**config.mk**
```make
export PLATFORM = sky130hd
export DESIGN_NAME = modulo_controle_jogo
export DESIGN_NICKNAME = d
export VERILOG_FILES = /design/src/rtl/modulo_controle_jogo_pkg.sv /design/src/rtl/modulo_contador_coord.sv /design/src/rtl/modulo_controle_jogo.sv
export SDC_FILE = /design/constraint.sdc
export NUM_CORES = 1
export LEC_CHECK = 0
export CAP_MARGIN = 20
export CORE_MARGIN = 2
export CORE_UTILIZATION = 40
export CTS_BUF_LIST = sky130_fd_sc_hd__clkbuf_2 sky130_fd_sc_hd__clkbuf_4 sky130_fd_sc_hd__clkbuf_8
export CTS_CLUSTER_DIAMETER = 30
export CTS_CLUSTER_SIZE = 25
export DETAILED_ROUTE_END_ITERATION = 7
export DONT_BUFFER_PORTS = 1
export GPL_TIMING_DRIVEN = 0
export PLACE_DENSITY_LB_ADDON = 0.15
export SETUP_SLACK_MARGIN = 0.4
export SYNTH_ARGS = -nofsm -noshare
export SYNTH_HDL_FRONTEND = slang
export SYNTH_SLANG_ARGS = --single-unit
```
**constraint.sdc**
```tcl
create_clock -name clk -period 2.2 [get_ports clk]
set_input_delay 0.44 -clock clk [delete_from_list [all_inputs] [get_ports clk]]
set_output_delay 0.44 -clock clk [all_outputs]
set_load 0.05 [all_outputs]
```
**src/rtl/modulo_controle_jogo_pkg.sv**
```systemverilog
`default_nettype none
// ============================================================================
// Module  : modulo_controle_jogo_pkg
// Purpose : Shared definitions for the naval-battle game controller. Holds the
//           FSM state encoding, the shot-result encoding, mode and display
//           codes, the board geometry, and helpers that turn a state/result
//           pair into the status and RGB output codes.
// Revision: 1.0 - initial release
// ============================================================================
package modulo_controle_jogo_pkg;

  localparam int ROWS = 7;
  localparam int COLS = 5;

  typedef enum logic [2:0] {
    S_IDLE     = 3'd0,
    S_POSITION = 3'd1,
    S_AIM_ROW  = 3'd2,
    S_AIM_COL  = 3'd3,
    S_CHECK    = 3'd4,
    S_RESULT   = 3'd5,
    S_WIN      = 3'd6,
    S_LOSE     = 3'd7
  } state_t;

  typedef enum logic [1:0] {
    RES_MISS   = 2'd0,
    RES_HIT    = 2'd1,
    RES_REPEAT = 2'd2
  } result_t;

  localparam logic [1:0] c_MODE_IDLE = 2'b00;
  localparam logic [1:0] c_MODE_POS  = 2'b01;
  localparam logic [1:0] c_MODE_ATK  = 2'b10;

  localparam logic [3:0] c_ST_IDLE   = 4'd0;
  localparam logic [3:0] c_ST_POS    = 4'd1;
  localparam logic [3:0] c_ST_AIM    = 4'd2;
  localparam logic [3:0] c_ST_HIT    = 4'd3;
  localparam logic [3:0] c_ST_MISS   = 4'd4;
  localparam logic [3:0] c_ST_REPEAT = 4'd5;
  localparam logic [3:0] c_ST_WIN    = 4'd6;
  localparam logic [3:0] c_ST_LOSE   = 4'd7;

  localparam logic [1:0] c_RGB_OFF    = 2'b00;
  localparam logic [1:0] c_RGB_MISS   = 2'b01;
  localparam logic [1:0] c_RGB_HIT    = 2'b10;
  localparam logic [1:0] c_RGB_REPEAT = 2'b11;

  function automatic logic [3:0] status_of(input state_t s, input result_t r);
    logic [3:0] v;
    v = c_ST_IDLE;
    case (s)
      S_POSITION:                   v = c_ST_POS;
      S_AIM_ROW, S_AIM_COL, S_CHECK: v = c_ST_AIM;
      S_RESULT: begin
        if (r == RES_HIT)         v = c_ST_HIT;
        else if (r == RES_REPEAT) v = c_ST_REPEAT;
        else                      v = c_ST_MISS;
      end
      S_WIN:                        v = c_ST_WIN;
      S_LOSE:                       v = c_ST_LOSE;
      default:                      v = c_ST_IDLE;
    endcase
    return v;
  endfunction

  // The result LED is lit only while a shot result is being displayed.
  function automatic logic [1:0] rgb_of(input state_t s, input result_t r);
    logic [1:0] v;
    v = c_RGB_OFF;
    if (s == S_RESULT) begin
      if (r == RES_HIT)         v = c_RGB_HIT;
      else if (r == RES_REPEAT) v = c_RGB_REPEAT;
      else                      v = c_RGB_MISS;
    end
    return v;
  endfunction

endpackage
`default_nettype wire

```
**src/rtl/modulo_contador_coord.sv**
```systemverilog
`default_nettype none
// ============================================================================
// Module  : modulo_contador_coord
// Purpose : Wrapping coordinate counter used for the aim row and aim column.
//           Counts 0..MAX and wraps back to 0 on the increment after MAX.
// Ports   : clk      - system clock (rising edge)
//           clr      - synchronous active-high clear to 0 (dominates inc)
//           inc      - one-cycle increment request
//           o_value  - current coordinate
// Revision: 1.0 - initial release
// ============================================================================
module modulo_contador_coord #(
  parameter int MAX   = 6,
  parameter int WIDTH = 3
) (
  input  logic             clk,
  input  logic             clr,
  input  logic             inc,
  output logic [WIDTH-1:0] o_value
);

  logic [WIDTH-1:0] r_value;

  always_ff @(posedge clk) begin
    if (clr) begin
      r_value <= '0;
    end else if (inc) begin
      r_value <= (r_value == WIDTH'(MAX)) ? '0 : r_value + 1'b1;
    end
  end

  assign o_value = r_value;

endmodule
`default_nettype wire

```
**src/rtl/modulo_controle_jogo.sv**
```systemverilog
`default_nettype none
// ============================================================================
// Module  : modulo_controle_jogo
// Purpose : Game controller for a 7x5 naval-battle board. Sequences idle,
//           ship positioning, aiming (row then column), shot checking, timed
//           result display, and win/lose end states.
// Ports   : clk, clr           - clock / synchronous active-high reset
//           tick               - one-cycle timing pulse for result display
//           btn_confirm        - one-cycle confirm pulse
//           btn_count          - one-cycle count pulse
//           mode[1:0]          - 00 idle, 01 positioning, 10 attack
//           ship_bit, shot_bit - board cells at (at_row, at_col)
//           load_po, clr_at    - preset load / attack-matrix clear pulses
//           at_we              - attack-matrix write pulse
//           at_row, at_col     - aim coordinates
//           status[3:0], rgb   - display codes
//           shots, hits        - valid-shot and hit counters (saturating)
// Revision: 1.0 - initial release
// ============================================================================
module modulo_controle_jogo
  import modulo_controle_jogo_pkg::*;
#(
  parameter int N_SHIP       = 6,
  parameter int MAX_SHOTS    = 20,
  parameter int RESULT_TICKS = 4
) (
  input  logic       clk,
  input  logic       clr,
  input  logic       tick,
  input  logic       btn_confirm,
  input  logic       btn_count,
  input  logic [1:0] mode,
  input  logic       ship_bit,
  input  logic       shot_bit,
  output logic       load_po,
  output logic       clr_at,
  output logic       at_we,
  output logic [2:0] at_row,
  output logic [2:0] at_col,
  output logic [3:0] status,
  output logic [1:0] rgb,
  output logic [4:0] shots,
  output logic [4:0] hits
);

  localparam int TW = $clog2(RESULT_TICKS + 1);

  state_t          r_state, w_state_nxt;
  result_t         r_res, w_res_nxt;
  logic            r_loaded;
  logic [4:0]      r_shots, r_hits;
  logic [TW-1:0]   r_ticks;
  logic            r_load_po, r_clr_at, r_at_we;
  logic [3:0]      r_status;
  logic [1:0]      r_rgb;

  logic w_go_idle, w_arm, w_fire, w_tick_done;
  logic w_row_inc, w_col_inc, w_coord_clr;

  // Returning to idle outranks every other input except clr.
  assign w_go_idle   = (r_state != S_IDLE) && (mode == c_MODE_IDLE);
  assign w_arm       = (r_state == S_POSITION) && btn_confirm && !w_go_idle;
  assign w_fire      = (r_state == S_CHECK) && !shot_bit && !w_go_idle;
  assign w_tick_done = (r_state == S_RESULT) && tick &&
                       (r_ticks == TW'(RESULT_TICKS - 1));
  // Confirm wins over a coincident count pulse.
  assign w_row_inc   = (r_state == S_AIM_ROW) && btn_count && !btn_confirm && !w_go_idle;
  assign w_col_inc   = (r_state == S_AIM_COL) && btn_count && !btn_confirm && !w_go_idle;
  assign w_coord_clr = clr || w_arm || w_go_idle;

  modulo_contador_coord #(.MAX(ROWS - 1), .WIDTH(3)) u_row (
    .clk     (clk),
    .clr     (w_coord_clr),
    .inc     (w_row_inc),
    .o_value (at_row)
  );

  modulo_contador_coord #(.MAX(COLS - 1), .WIDTH(3)) u_col (
    .clk     (clk),
    .clr     (w_coord_clr),
    .inc     (w_col_inc),
    .o_value (at_col)
  );

  always_comb begin
    w_state_nxt = r_state;
    w_res_nxt   = r_res;
    if (w_go_idle) begin
      w_state_nxt = S_IDLE;
    end else begin
      case (r_state)
        S_IDLE:     if (mode == c_MODE_POS) w_state_nxt = S_POSITION;
        S_POSITION: if (mode == c_MODE_ATK && r_loaded) w_state_nxt = S_AIM_ROW;
        S_AIM_ROW:  if (btn_confirm) w_state_nxt = S_AIM_COL;
        S_AIM_COL:  if (btn_confirm) w_state_nxt = S_CHECK;
        S_CHECK: begin
          w_state_nxt = S_RESULT;
          if (shot_bit)      w_res_nxt = RES_REPEAT;
          else if (ship_bit) w_res_nxt = RES_HIT;
          else               w_res_nxt = RES_MISS;
        end
        S_RESULT: begin
          // Counters were updated in CHECK, so they are final here.
          if (w_tick_done) begin
            if (r_hits == 5'(N_SHIP))          w_state_nxt = S_WIN;
            else if (r_shots == 5'(MAX_SHOTS)) w_state_nxt = S_LOSE;
            else                               w_state_nxt = S_AIM_ROW;
          end
        end
        default: w_state_nxt = r_state;
      endcase
    end
  end

  // Outputs are registered from the next-state decode so they change in the
  // same cycle as the state they describe.
  always_ff @(posedge clk) begin
    if (clr) begin
      r_state   <= S_IDLE;
      r_res     <= RES_MISS;
      r_loaded  <= 1'b0;
      r_shots   <= '0;
      r_hits    <= '0;
      r_ticks   <= '0;
      r_load_po <= 1'b0;
      r_clr_at  <= 1'b0;
      r_at_we   <= 1'b0;
      r_status  <= c_ST_IDLE;
      r_rgb     <= c_RGB_OFF;
    end else begin
      r_state   <= w_state_nxt;
      r_res     <= w_res_nxt;
      r_load_po <= w_arm;
      r_clr_at  <= w_arm || w_go_idle;
      r_at_we   <= w_fire;
      r_status  <= status_of(w_state_nxt, w_res_nxt);
      r_rgb     <= rgb_of(w_state_nxt, w_res_nxt);

      if (w_arm || w_go_idle) begin
        r_loaded <= w_arm;
        r_shots  <= '0;
        r_hits   <= '0;
      end else if (w_fire) begin
        if (r_shots < 5'(MAX_SHOTS))         r_shots <= r_shots + 5'd1;
        if (ship_bit && r_hits < 5'(N_SHIP)) r_hits  <= r_hits + 5'd1;
      end

      if (r_state != S_RESULT || w_go_idle || w_tick_done) begin
        r_ticks <= '0;
      end else if (tick) begin
        r_ticks <= r_ticks + 1'b1;
      end
    end
  end

  assign load_po = r_load_po;
  assign clr_at  = r_clr_at;
  assign at_we   = r_at_we;
  assign status  = r_status;
  assign rgb     = r_rgb;
  assign shots   = r_shots;
  assign hits    = r_hits;

endmodule
`default_nettype wire

```
==> flow_metrics.py, run 1 <==
metrics = {
    "power": {
        "post-layout-total-power_mw": 1.21,
        "powerDensity_nw_per_um2": 579,
        "peakVddDrop_v": 0.000302,
        "leakage_nw": 0.783,
    },
    "floorplan": {
        "initial_utilization_pct": 41.1,
        "die_h_um": 67.6,
        "core_region_area_um2": 3940,
        "fp.dieW_um": 67.6,
        "placement_rows": 23,
        "io_pins": 34,
        "die_area_um2": 4580,
    },
    "clock_tree": {
        "clk_pin_slew_ps": 60,
        "ctsHtreeMaxLevel": 2,
        "cts_buffers": 5,
        "clockBufferDepth": 2,
        "clock_sinks": 33,
        "cts_tree": "built",
        "cts-root-buf": "sky130_fd_sc_hd__clkbuf_8",
        "clock_insertion_delay_worst_skew_ps": 280,
        "ctsHoldBuffers": 0,
    },
    "setup_path": {
        "end_of_the_critical_path": "status[2]",
        "cp_data_required_time_ps": 2410,
        "crit_path_end_kind": "register",
        "r2r_slack_ps": 230,
        "crit_path_max_fanout": 5,
        "critical_path.reg2reg.startpoint": "r_state[1]",
        "path_depth_of_the_worst_reg2reg_path": 7,
        "timing.critical_path.from_type": "register",
        "crit_chain": "or3b_4, or2_1, buf_6, mux2i_4, ha_4, or3_1, o22ai_1",
        "worst_setup_path_startpoint": "r_state[1]",
        "critPathArrivalTime_ps": 2180,
        "r2r_end": "status[2]",
        "timing_worst_setup_path_type": "register to register",
        "cpPeakStageDelay_ps": 390,
        "crit_slowest_cell": "sky130_fd_sc_hd__or3b_4",
    },
    "logic_synthesis": {
        "synth_top_cells_by_area": "sky130_fd_sc_hd__dfxtp_1, sky130_fd_sc_hd__ha_1, sky130_fd_sc_hd__nor2_1",
        "syn_area_per_cell_um2": 9.42,
        "post_synthesis_sequential_area_ratio_pct": 40.8,
        "synthDominantCellAreaShare_pct": 40.8,
        "post_synth_inst_count": 172,
        "netlist-cell-type-count": 54,
        "yosys.cell_count.top_type": "sky130_fd_sc_hd__dfxtp_1",
        "netlist_area_um2": 1620,
        "synth.largest_area_cell": "sky130_fd_sc_hd__dfxtp_1",
        "syn-num-nets": 190,
        "synth_async_sr_flop_share_pct": 0,
        "ys.warnings.count": 0,
        "synth-main-ff-cell": "sky130_fd_sc_hd__dfxtp_1",
        "synth_enable_flop_cells": 0,
        "yosys_register_bits": 33,
        "synth_commonest_cells": "sky130_fd_sc_hd__dfxtp_1, sky130_fd_sc_hd__nor2_1, sky130_fd_sc_hd__inv_1",
    },
    "timing": {
        "finalWorstPathRequiredPeriod_ps": 1970,
        "layout_worst_path_cycle_share_pct": 89.6,
        "post-route-worst-setup-slack_ps": 229,
        "maxSlewViolCount": 0,
        "max_slew_margin_vs_limit_pct": 58.9,
        "timing_worst_slew_pin_value_ps": 616,
        "rsz0062_at_grt": "true",
        "fin_skew_ps": 1.55,
        "setup-violations-final": 0,
        "holdWs_ps": 219,
        "timing.final.hold_violations": 0,
        "max_freq_mhz": 507,
    },
    "routing": {
        "drc": 0,
        "wl_um": 3710,
        "drt_pre_antenna_iters": 4,
        "met2_length_um": 1940,
        "routed-wl-met3_um": 153,
        "routed-via-count": 1312,
        "top_layer_used": "met4",
        "met1Wirelength_um": 1570,
        "wl_per_cell_um": 15.5,
        "drtAntennaViolNets": 0,
        "routed_via_density": 5.47,
        "drc_violation_total_after_the_first_tritonroute_iteration": 36,
    },
    "worst_hold_path": {
        "min_path_type": "primary input to register",
    },
    "placed_design": {
        "hpwlAfterDp_um": 2540,
        "port-buffer-count": 0,
        "pre_cts_ws_ps": -4.23,
        "placed_cells_incl_taps": 222,
        "gpl.final_weighted_congestion": 0.866,
    },
    "global_routing": {
        "global_routing_usage_summed_across_all_routing_layers_pct": 16.9,
        "largest_net_degree_at_the_start_of_global_routing": 11,
        "grt_overflow": 0,
        "first_pass_grt_wire_length_um": 5730,
        "first_global_vias": 1303,
        "grt_antenna_before_repair": 0,
    },
    "final_layout": {
        "finish.utilization_pct": 53.1,
        "post_layout_nonfiller_instances": 240,
        "antenna-diode-count": 0,
        "fillers": 345,
        "final_layout_size_suffix_gt1_share_pct": 35.8,
        "final_nets": 207,
        "p_r_area_growth_vs_syn_pct": 29.1,
    },
    "outcome": {
        "outcome": "complete, no violations",
    },
    "job": {
        "max_cap_violations": 0,
    },
}
placed cells by master, fill, tap and decap left out, types with 2 or more instances in the layout:
cell	instances
sky130_fd_sc_hd__a211oi_1	2
sky130_fd_sc_hd__a21oi_1	7
sky130_fd_sc_hd__a31oi_1	3
sky130_fd_sc_hd__buf_4	11
sky130_fd_sc_hd__buf_6	3
sky130_fd_sc_hd__clkbuf_4	2
sky130_fd_sc_hd__clkbuf_8	6
sky130_fd_sc_hd__dfxtp_1	19
sky130_fd_sc_hd__dfxtp_2	7
sky130_fd_sc_hd__dfxtp_4	7
sky130_fd_sc_hd__ha_1	5
sky130_fd_sc_hd__ha_4	3
sky130_fd_sc_hd__inv_1	8
sky130_fd_sc_hd__inv_2	2
sky130_fd_sc_hd__mux2i_1	4
sky130_fd_sc_hd__nand2_1	7
sky130_fd_sc_hd__nand2b_1	4
sky130_fd_sc_hd__nand4_1	2
sky130_fd_sc_hd__nand4b_1	3
sky130_fd_sc_hd__nor2_1	21
sky130_fd_sc_hd__nor2_2	3
sky130_fd_sc_hd__nor2b_1	3
sky130_fd_sc_hd__nor3_1	6
sky130_fd_sc_hd__nor4b_4	2
sky130_fd_sc_hd__o21ai_0	2
sky130_fd_sc_hd__or2_1	2
sky130_fd_sc_hd__or3_1	2
sky130_fd_sc_hd__xnor2_1	5
sky130_fd_sc_hd__xor2_1	2
report_power, final:
part | internal, mW | switching (mW) | leakage [nW]
clock network | 0.280 | 0.212 | 0.0523
registers | 0.599 | 0.0195 | 0.276
logic | 0.0390 | 0.0632 | 0.455
total | 0.917 | 0.294 | 0.783
per-layer routing:
metal | track usage, % | up-vias
met5 | 0 | -
met1 | 19.3 | 638
li1 | - | 646
met2 | 28.3 | 22
met4 | 8.42 | 0
met3 | 5.17 | 6
state kept, by name, indices dropped and copies added, names as in the netlist, 2 cells and up:
signal / flops
status: 3
u_row.o_value: 3
r_state: 3
u_col.o_value: 3
hits: 5
shots: 5
r_res: 2
r_ticks: 3
rgb: 2
cell families after synthesis:
group | synth area share (%)
AND/OR/NAND/NOR | 24.2
AO/OA/AOI/OAI | 15.9
flip-flops | 40.8
buffers and inverters | 5.02
adder cells (fa/ha/maj) | 6.95
XOR/XNOR | 3.78
multiplexers | 3.09
other | 0.231
repair_timing:
item                                    CTS  global route
endpoints found under the hold margin     0             0
buffers inserted                          5             5
pin swaps                                10            12
cloned                                    0             0
resized for setup                        24            30
endpoints found under the setup margin   17            19
metrics by stage:
step | TNS, ps | instance area [um^2]
after floorplan | 0 | 1630
after global placement | 0 | 1690
after global routing | 0 | 2090
after detailed placement | -5.61 | 1690
final | 0 | 2090
after CTS | 0 | 1920
area by class of cell:
type                    count  area, um^2  share of cell area [%]
plain buffers               7        51.3                    2.45
well taps                  50        62.6                    2.99
multi-input cells         122        1070                    51.1
repair buffers             10        78.8                    3.77
inverters                  10        37.5                    1.79
clock buffers               8        97.6                    4.67
flip-flops and latches     33         696                    33.3
how the worst min path moves through the flow:
stage | to | start | cells past startpoint | slack (ps)
after floorplan | r_loaded | r_loaded | 2 | 430
after global placement | r_loaded | r_loaded | 2 | 450
after detailed placement | r_loaded | r_loaded | 2 | 460
after CTS | r_res[1] | clr | 1 | 210
after global routing | r_res[1] | clr | 1 | 210
final | r_res[0] | clr | 1 | 220
worst max-delay path, delay by kind of cell (launching register included):
family | cells | cell delay (ps)
adders and majority gates | 1 | 170
muxes | 1 | 190
DFF | 1 | 340
buffers and inverters | 1 | 140
and+or+nand+nor | 3 | 920
AOI/OAI and AO/OA | 1 | 130
Note: power is estimated with default switching activity, not from simulation.
==> run 2: changes to the inputs <==
--- a/config.mk
+++ b/config.mk
@@ -10,7 +10,7 @@
 export CORE_UTILIZATION = 40
 export CTS_BUF_LIST = sky130_fd_sc_hd__clkbuf_2 sky130_fd_sc_hd__clkbuf_4 sky130_fd_sc_hd__clkbuf_8
 export CTS_CLUSTER_DIAMETER = 30
-export CTS_CLUSTER_SIZE = 25
+export CTS_CLUSTER_SIZE = 8
 export DETAILED_ROUTE_END_ITERATION = 7
 export DONT_BUFFER_PORTS = 1
 export GPL_TIMING_DRIVEN = 0
==> constraint.sdc (replaced) <==
create_clock -name clk -period 2.4 [get_ports clk]
set_input_delay 0.48 -clock clk [delete_from_list [all_inputs] [get_ports clk]]
set_output_delay 0.48 -clock clk [all_outputs]
set_load 0.05 [all_outputs]
==> run 2 against run 1 <==
Die area unchanged. Via count fell by 3.1%. Worst setup slack improved by 200 ps. Critical path type unchanged. Clock power fell by 14%. Core utilization down 3.0 points.
==> flow_metrics.py, run 2 (synthesized netlist as in run 1, its figures left out) <==
metrics = {
    "setup_path": {
        "timing.critical_path.from_type": "register",
        "cp_data_required_time_ps": 2570,
        "r2r_slack_ps": 430,
        "r2r_end": "status[0]",
        "critPathArrivalTime_ps": 2140,
        "crit_path_max_fanout": 5,
        "crit_path_end_kind": "register",
        "critical_path.reg2reg.startpoint": "r_state[0]",
        "path_depth_of_the_worst_reg2reg_path": 7,
        "timing_worst_setup_path_type": "register to register",
    },
    "final_layout": {
        "final_nets": 205,
        "post_layout_nonfiller_instances": 237,
        "p_r_area_growth_vs_syn_pct": 21.8,
        "final_layout_size_suffix_gt1_share_pct": 27.3,
        "finish.utilization_pct": 50.0,
        "final_design_area_no_fill_um2": 1970,
        "antenna-diode-count": 0,
        "fillers": 356,
        "mostFrequentLayoutCells": "sky130_fd_sc_hd__nor2_1, sky130_fd_sc_hd__dfxtp_1, sky130_fd_sc_hd__inv_1",
    },
    "clock_tree": {
        "cts_tree": "built",
        "cts_buffers": 5,
        "ctsHtreeMaxLevel": 2,
        "clock_insertion_delay_worst_skew_ps": 270,
        "clockBufferDepth": 2,
        "clk_pin_slew_ps": 60,
        "cts-root-buf": "sky130_fd_sc_hd__clkbuf_8",
        "clock_sinks": 33,
    },
    "placed_design": {
        "gpl.final_weighted_congestion": 0.864,
        "dpl_cell_area_um2": 1690,
        "placed_cells_incl_taps": 222,
        "hpwlAfterDp_um": 2530,
        "port-buffer-count": 0,
    },
    "timing": {
        "maxSlewViolCount": 0,
        "timing.final.hold_violations": 0,
        "layout_worst_path_cycle_share_pct": 82.1,
        "max_freq_mhz": 507,
        "setup-violations-final": 0,
        "holdWs_ps": 272,
        "finalWorstPathRequiredPeriod_ps": 1970,
        "max_slew_margin_vs_limit_pct": 58.1,
        "finalSetupTns_ps": 0,
        "fin_skew_ps": 4.04,
        "timing_worst_slew_pin_value_ps": 628,
        "rsz0062_at_grt": "true",
    },
    "global_routing": {
        "grt_antenna_before_repair": 0,
        "grt_overflow": 0,
        "largest_net_degree_at_the_start_of_global_routing": 11,
        "first_global_vias": 1321,
        "global_routing_usage_summed_across_all_routing_layers_pct": 17.0,
        "first_pass_grt_wire_length_um": 5870,
    },
    "routing": {
        "wl_um": 3480,
        "wl_per_cell_um": 14.7,
        "drtAntennaViolNets": 0,
        "drc_violation_total_after_the_first_tritonroute_iteration": 28,
        "drc": 0,
        "drt_pre_antenna_iters": 4,
        "routed-via-count": 1271,
        "routed_via_density": 5.36,
    },
    "power": {
        "leakage_nw": 0.745,
        "peakVddDrop_v": 0.000409,
        "power.share.sequential_pct": 52.9,
        "switching_power_share_of_the_total_pct": 23.6,
        "intPower_mw": 0.823,
        "share_clk_of_total_power_pct": 39.0,
        "powerDensity_nw_per_um2": 546,
        "p_sw_mw": 0.254,
        "combinationalPowerShare_pct": 8.1,
    },
    "floorplan": {
        "die_h_um": 67.6,
        "fp.dieW_um": 67.6,
        "initial_utilization_pct": 41.1,
        "placement_rows": 23,
        "die_area_um2": 4580,
        "core_region_area_um2": 3940,
        "io_pins": 34,
    },
    "worst_hold_path": {
        "worst_hold_launch": "clr",
        "worst_hold_path_stage_count": 1,
        "timing.hold.worst_endpoint": "r_res[0]",
        "min_path_type": "primary input to register",
    },
    "outcome": {
        "outcome": "complete, no violations",
    },
    "job": {
        "max_cap_violations": 0,
    },
}
run 2: changes by cell type in the layout (fill, tap and decap cells not counted), sizes merged:
cell / before / now
clkbuf: 10 / 9
buf: 15 / 13
run 2: timing repair:
| item | in CTS | in global routing |
|---|---|---|
| setup endpoints to repair | 7 | 16 |
| pin swaps | 3 | 8 |
| hold buffers | 0 | 0 |
| resized for setup | 14 | 19 |
| setup buffers | 6 | 2 |
run 2: power groups by stage:
stage / sequential (mW) / combinational, mW / clock [mW]
after floorplan: 0.586 / 0.0582 / 0
after global placement: 0.588 / 0.0700 / 0
after detailed placement: 0.588 / 0.0714 / 0
after CTS: 0.574 / 0.0799 / 0.435
after global routing: 0.570 / 0.0962 / 0.464
final: 0.570 / 0.0875 / 0.421
run 2: area by class of cell:
cell class,count,area [um^2],share of cell area (%)
buffer,7,45.0,2.28
tap,50,62.6,3.17
inverter,10,37.5,1.90
timing repair buffer,8,72.6,3.68
sequential,33,687,34.8
multi-input combinational,122,978,49.6
clock buffer,7,90.1,4.57
run 2: worst max-delay path by stage:
stage | startpoint | endpoint | depth (start not counted)
floorplan | r_state[0] | status[0] | 7
global placement | hits[0] | rgb[0] | 7
detailed placement | hits[0] | rgb[0] | 7
CTS | r_state[0] | status[0] | 7
global route | r_state[0] | status[0] | 7
finish | r_state[0] | status[0] | 7
run 2: through the flow:
stage                     power (mW)  setup WS, ps
after detailed placement       0.659           128
after global routing            1.13           341
after floorplan                0.644           431
after global placement         0.658           177
after CTS                       1.09           267
final                           1.08           428
run 2: layer usage:
layer | routed length, um | global-route usage (%)
met1 | 1540 | 19.7
met2 | 1740 | 29.5
met3 | 155 | 5.00
met4 | 51 | 6.38
met5 | 0 | 0
run 2: critical path, stage by stage, from the launching register on:
cell and delay, ps:
sky130_fd_sc_hd__dfxtp_4 350, sky130_fd_sc_hd__or3b_4 360, sky130_fd_sc_hd__or2_1 220, sky130_fd_sc_hd__buf_6 140
sky130_fd_sc_hd__o21ai_2 210, sky130_fd_sc_hd__ha_4 240, sky130_fd_sc_hd__nor3b_2 150, sky130_fd_sc_hd__a2111oi_2 200
==> run 3: changes to the inputs <==
--- a/config.mk
+++ b/config.mk
@@ -5,6 +5,7 @@
 export SDC_FILE = /design/constraint.sdc
 export NUM_CORES = 1
 export LEC_CHECK = 0
+export ABC_AREA = 1
 export CAP_MARGIN = 20
 export CORE_MARGIN = 2
 export CORE_UTILIZATION = 40
==> constraint.sdc (replaced) <==
create_clock -name clk -period 1.9 [get_ports clk]
set_input_delay 0.38 -clock clk [delete_from_list [all_inputs] [get_ports clk]]
set_output_delay 0.38 -clock clk [all_outputs]
set_load 0.05 [all_outputs]
==> run 3 against run 2 <==
Core utilization up 6.3 points. Non-clock buffer count up 6. Sequential power up 24%. Clock-buffer cell count unchanged. Combinational power up 26%. Critical path depth up 1. Global-route usage down 0.91 points. Register-to-register slack worse by 130 ps. Final cell count up 24%. First-iteration DRC count rose to 4.7 times the previous value. Clock power up 64%. Synthesized cell count up 27%. Critical path type unchanged. Highest routed layer unchanged.
==> flow_metrics.py, run 3 <==
metrics = {
    "logic_synthesis": {
        "synth.largest_area_cell": "sky130_fd_sc_hd__dfxtp_1",
        "yosys.cell_count.top_type": "sky130_fd_sc_hd__nand2_1",
        "post_synth_inst_count": 218,
        "synth_top_cells_by_area": "sky130_fd_sc_hd__dfxtp_1, sky130_fd_sc_hd__nand2_1, sky130_fd_sc_hd__ha_1",
        "post_synth_xor_area_fraction_pct": 0.534,
        "yosys_register_bits": 33,
        "post_synthesis_sequential_area_ratio_pct": 40.3,
        "synthDominantCellAreaShare_pct": 40.3,
        "synth_compound_gate_area_share_pct": 12.4,
        "ys.warnings.count": 0,
        "syn_area_per_cell_um2": 7.52,
        "proportion_of_synthesized_area_in_mux_cells_pct": 0,
        "synth-main-ff-cell": "sky130_fd_sc_hd__dfxtp_1",
        "syn-num-nets": 236,
        "synth-simple-area-share_pct": 30.5,
        "netlist_area_um2": 1640,
        "synth_commonest_cells": "sky130_fd_sc_hd__nand2_1, sky130_fd_sc_hd__dfxtp_1, sky130_fd_sc_hd__nor2_1",
        "synth-adder-area-share_pct": 6.87,
        "netlist-cell-type-count": 32,
        "synth_enable_flop_cells": 0,
        "synth_top_family_by_area": "simple AND/OR/NAND/NOR gates",
        "synth_async_sr_flop_share_pct": 0,
    },
    "global_routing": {
        "largest_net_degree_at_the_start_of_global_routing": 11,
        "grt_antenna_before_repair": 0,
        "first_pass_grt_wire_length_um": 5470,
        "first_global_vias": 1274,
        "global_routing_usage_summed_across_all_routing_layers_pct": 16.1,
        "grt_overflow": 0,
    },
    "clock_tree": {
        "cts-root-buf": "sky130_fd_sc_hd__clkbuf_8",
        "ctsHtreeMaxLevel": 2,
        "ctsHoldBuffers": 0,
        "clock_insertion_delay_worst_skew_ps": 280,
        "clk_pin_slew_ps": 70,
        "clock_sinks": 33,
        "clockBufferDepth": 2,
        "cts_buffers": 5,
        "cts_tree": "built",
    },
    "placed_design": {
        "gpl.final_weighted_congestion": 0.920,
        "port-buffer-count": 0,
        "dpl_cell_area_um2": 1730,
        "hpwlAfterDp_um": 2350,
    },
    "routing": {
        "drt_pre_antenna_iters": 4,
        "wl_per_cell_um": 12.6,
        "drc_violation_total_after_the_first_tritonroute_iteration": 131,
        "wl_um": 3690,
        "routed_via_density": 5.01,
        "drc": 0,
        "routed-via-count": 1468,
        "drtAntennaViolNets": 0,
    },
    "final_layout": {
        "mostFrequentLayoutCells": "sky130_fd_sc_hd__nand2_1, sky130_fd_sc_hd__inv_1, sky130_fd_sc_hd__nor2_1",
        "final_layout_size_suffix_gt1_share_pct": 40.3,
        "fillers": 360,
        "antenna-diode-count": 0,
        "final_design_area_no_fill_um2": 2240,
        "p_r_area_growth_vs_syn_pct": 36.5,
        "finish.utilization_pct": 56.3,
        "final_nets": 260,
        "layout_commonest_cell": "sky130_fd_sc_hd__nand2_1",
    },
    "floorplan": {
        "initial_utilization_pct": 41.3,
        "io_pins": 34,
        "fp.dieW_um": 68.0,
        "core_region_area_um2": 3970,
        "die_h_um": 68.0,
        "placement_rows": 23,
        "die_area_um2": 4630,
    },
    "power": {
        "power.share.sequential_pct": 46.9,
        "share_clk_of_total_power_pct": 45.8,
        "p_sw_mw": 0.328,
        "powerDensity_nw_per_um2": 672,
        "peakVddDrop_v": 0.000425,
        "intPower_mw": 1.18,
        "combinationalPowerShare_pct": 7.3,
        "leakage_nw": 0.868,
        "switching_power_share_of_the_total_pct": 21.8,
    },
    "timing": {
        "maxSlewViolCount": 0,
        "rsz0062_at_grt": "true",
        "layout_worst_path_cycle_share_pct": 84.3,
        "max_slew_margin_vs_limit_pct": 58.6,
        "timing_worst_slew_pin_value_ps": 619,
        "timing.final.hold_violations": 0,
        "finalWorstPathRequiredPeriod_ps": 1600,
        "max_freq_mhz": 625,
        "fin_skew_ps": 5.51,
        "setup-violations-final": 0,
        "finalSetupTns_ps": 0,
    },
    "setup_path": {
        "crit_slowest_cell": "sky130_fd_sc_hd__dfxtp_4",
        "crit_chain": "inv_4, ha_4, nand4_1, nor2_2, nand3_4, a21oi_4, nand4_1, a21oi_2",
        "cp_common_cell": "sky130_fd_sc_hd__nand4_1",
        "timing_worst_setup_path_type": "register to register",
        "r2r_slack_ps": 300,
        "crit_path_max_fanout": 5,
        "cpPeakStageDelay_ps": 410,
        "timing.critical_path.from_type": "register",
        "crit_path_end_kind": "register",
        "cp_data_required_time_ps": 2120,
        "critical_path.n_buffers_inverters": 1,
        "critPathTopFamily": "simple AND/OR/NAND/NOR gates",
        "critPathArrivalTime_ps": 1820,
    },
    "worst_hold_path": {
        "min_path_type": "primary input to register",
    },
    "job": {
        "max_cap_violations": 0,
    },
    "outcome": {
        "outcome": "complete, no violations",
    },
}
run 3: cell count changes after synthesis, sizes merged, moves of 6 or more:
cell	before	now
a21oi	8	21
inv	10	32
nand2	7	37
nand3	0	15
nand4	2	8
nor2	24	34
o21ai	3	11
run 3: timing repair:
item / in CTS / in global routing
setup buffers: 13 / 4
gates resized for setup: 30 / 43
pin swaps: 15 / 24
setup endpoints to repair: 22 / 24
run 3: path summary, 6_finish.rpt:
| check | from | depth (start not counted) | end |
|---|---|---|---|
| setup / recovery | shots[0] | 8 | status[2] |
| setup reg to reg | shots[0] | 8 | status[2] |
| hold reg to reg | r_ticks[2] | 2 | r_ticks[2] |
| hold / removal | tick | 2 | r_ticks[1] |
run 3: kinds of logic after synthesis:
kind of cell             Yosys count
AO/OA/AOI/OAI                     36
XOR/XNOR                           1
adder cells (fa/ha/maj)            9
buffers and inverters             36
flip-flops                        33
other                              1
AND/OR/NAND/NOR                  102
run 3: power groups by stage:
stage                     clock, mW  combinational, mW  sequential, mW
after global placement            0             0.0741           0.724
after detailed placement          0             0.0734           0.724
after global routing          0.737              0.121           0.706
final                         0.689              0.110           0.705
after floorplan                   0             0.0604           0.723
after CTS                     0.706             0.0899           0.707
run 3: per-stage QoR:
stage	hold WS (ps)	std cells	total power [mW]	setup slack, ps
finish	254	293	1.50	299
detailed placement	453	268	0.797	123
global route	255	293	1.56	164
floorplan	435	218	0.784	308
global placement	452	268	0.798	102
CTS	243	289	1.50	249
run 3: area by class of cell:
class / instances / area [um^2] / area share (%)
clock inverter: 1 / 30.0 / 1.34
timing repair buffer: 17 / 143 / 6.38
tap: 50 / 62.6 / 2.80
multi-input combinational: 149 / 1050 / 47.1
clock buffer: 7 / 90.1 / 4.03
inverter: 32 / 133 / 5.93
buffer: 4 / 33.8 / 1.51
sequential: 33 / 692 / 30.9
run 3: routing by layer:
layer,routed length [um],global-route usage (%)
met5,0,0
met4,87,8.25
met3,230,7.07
met2,1820,24.9
met1,1550,18.9
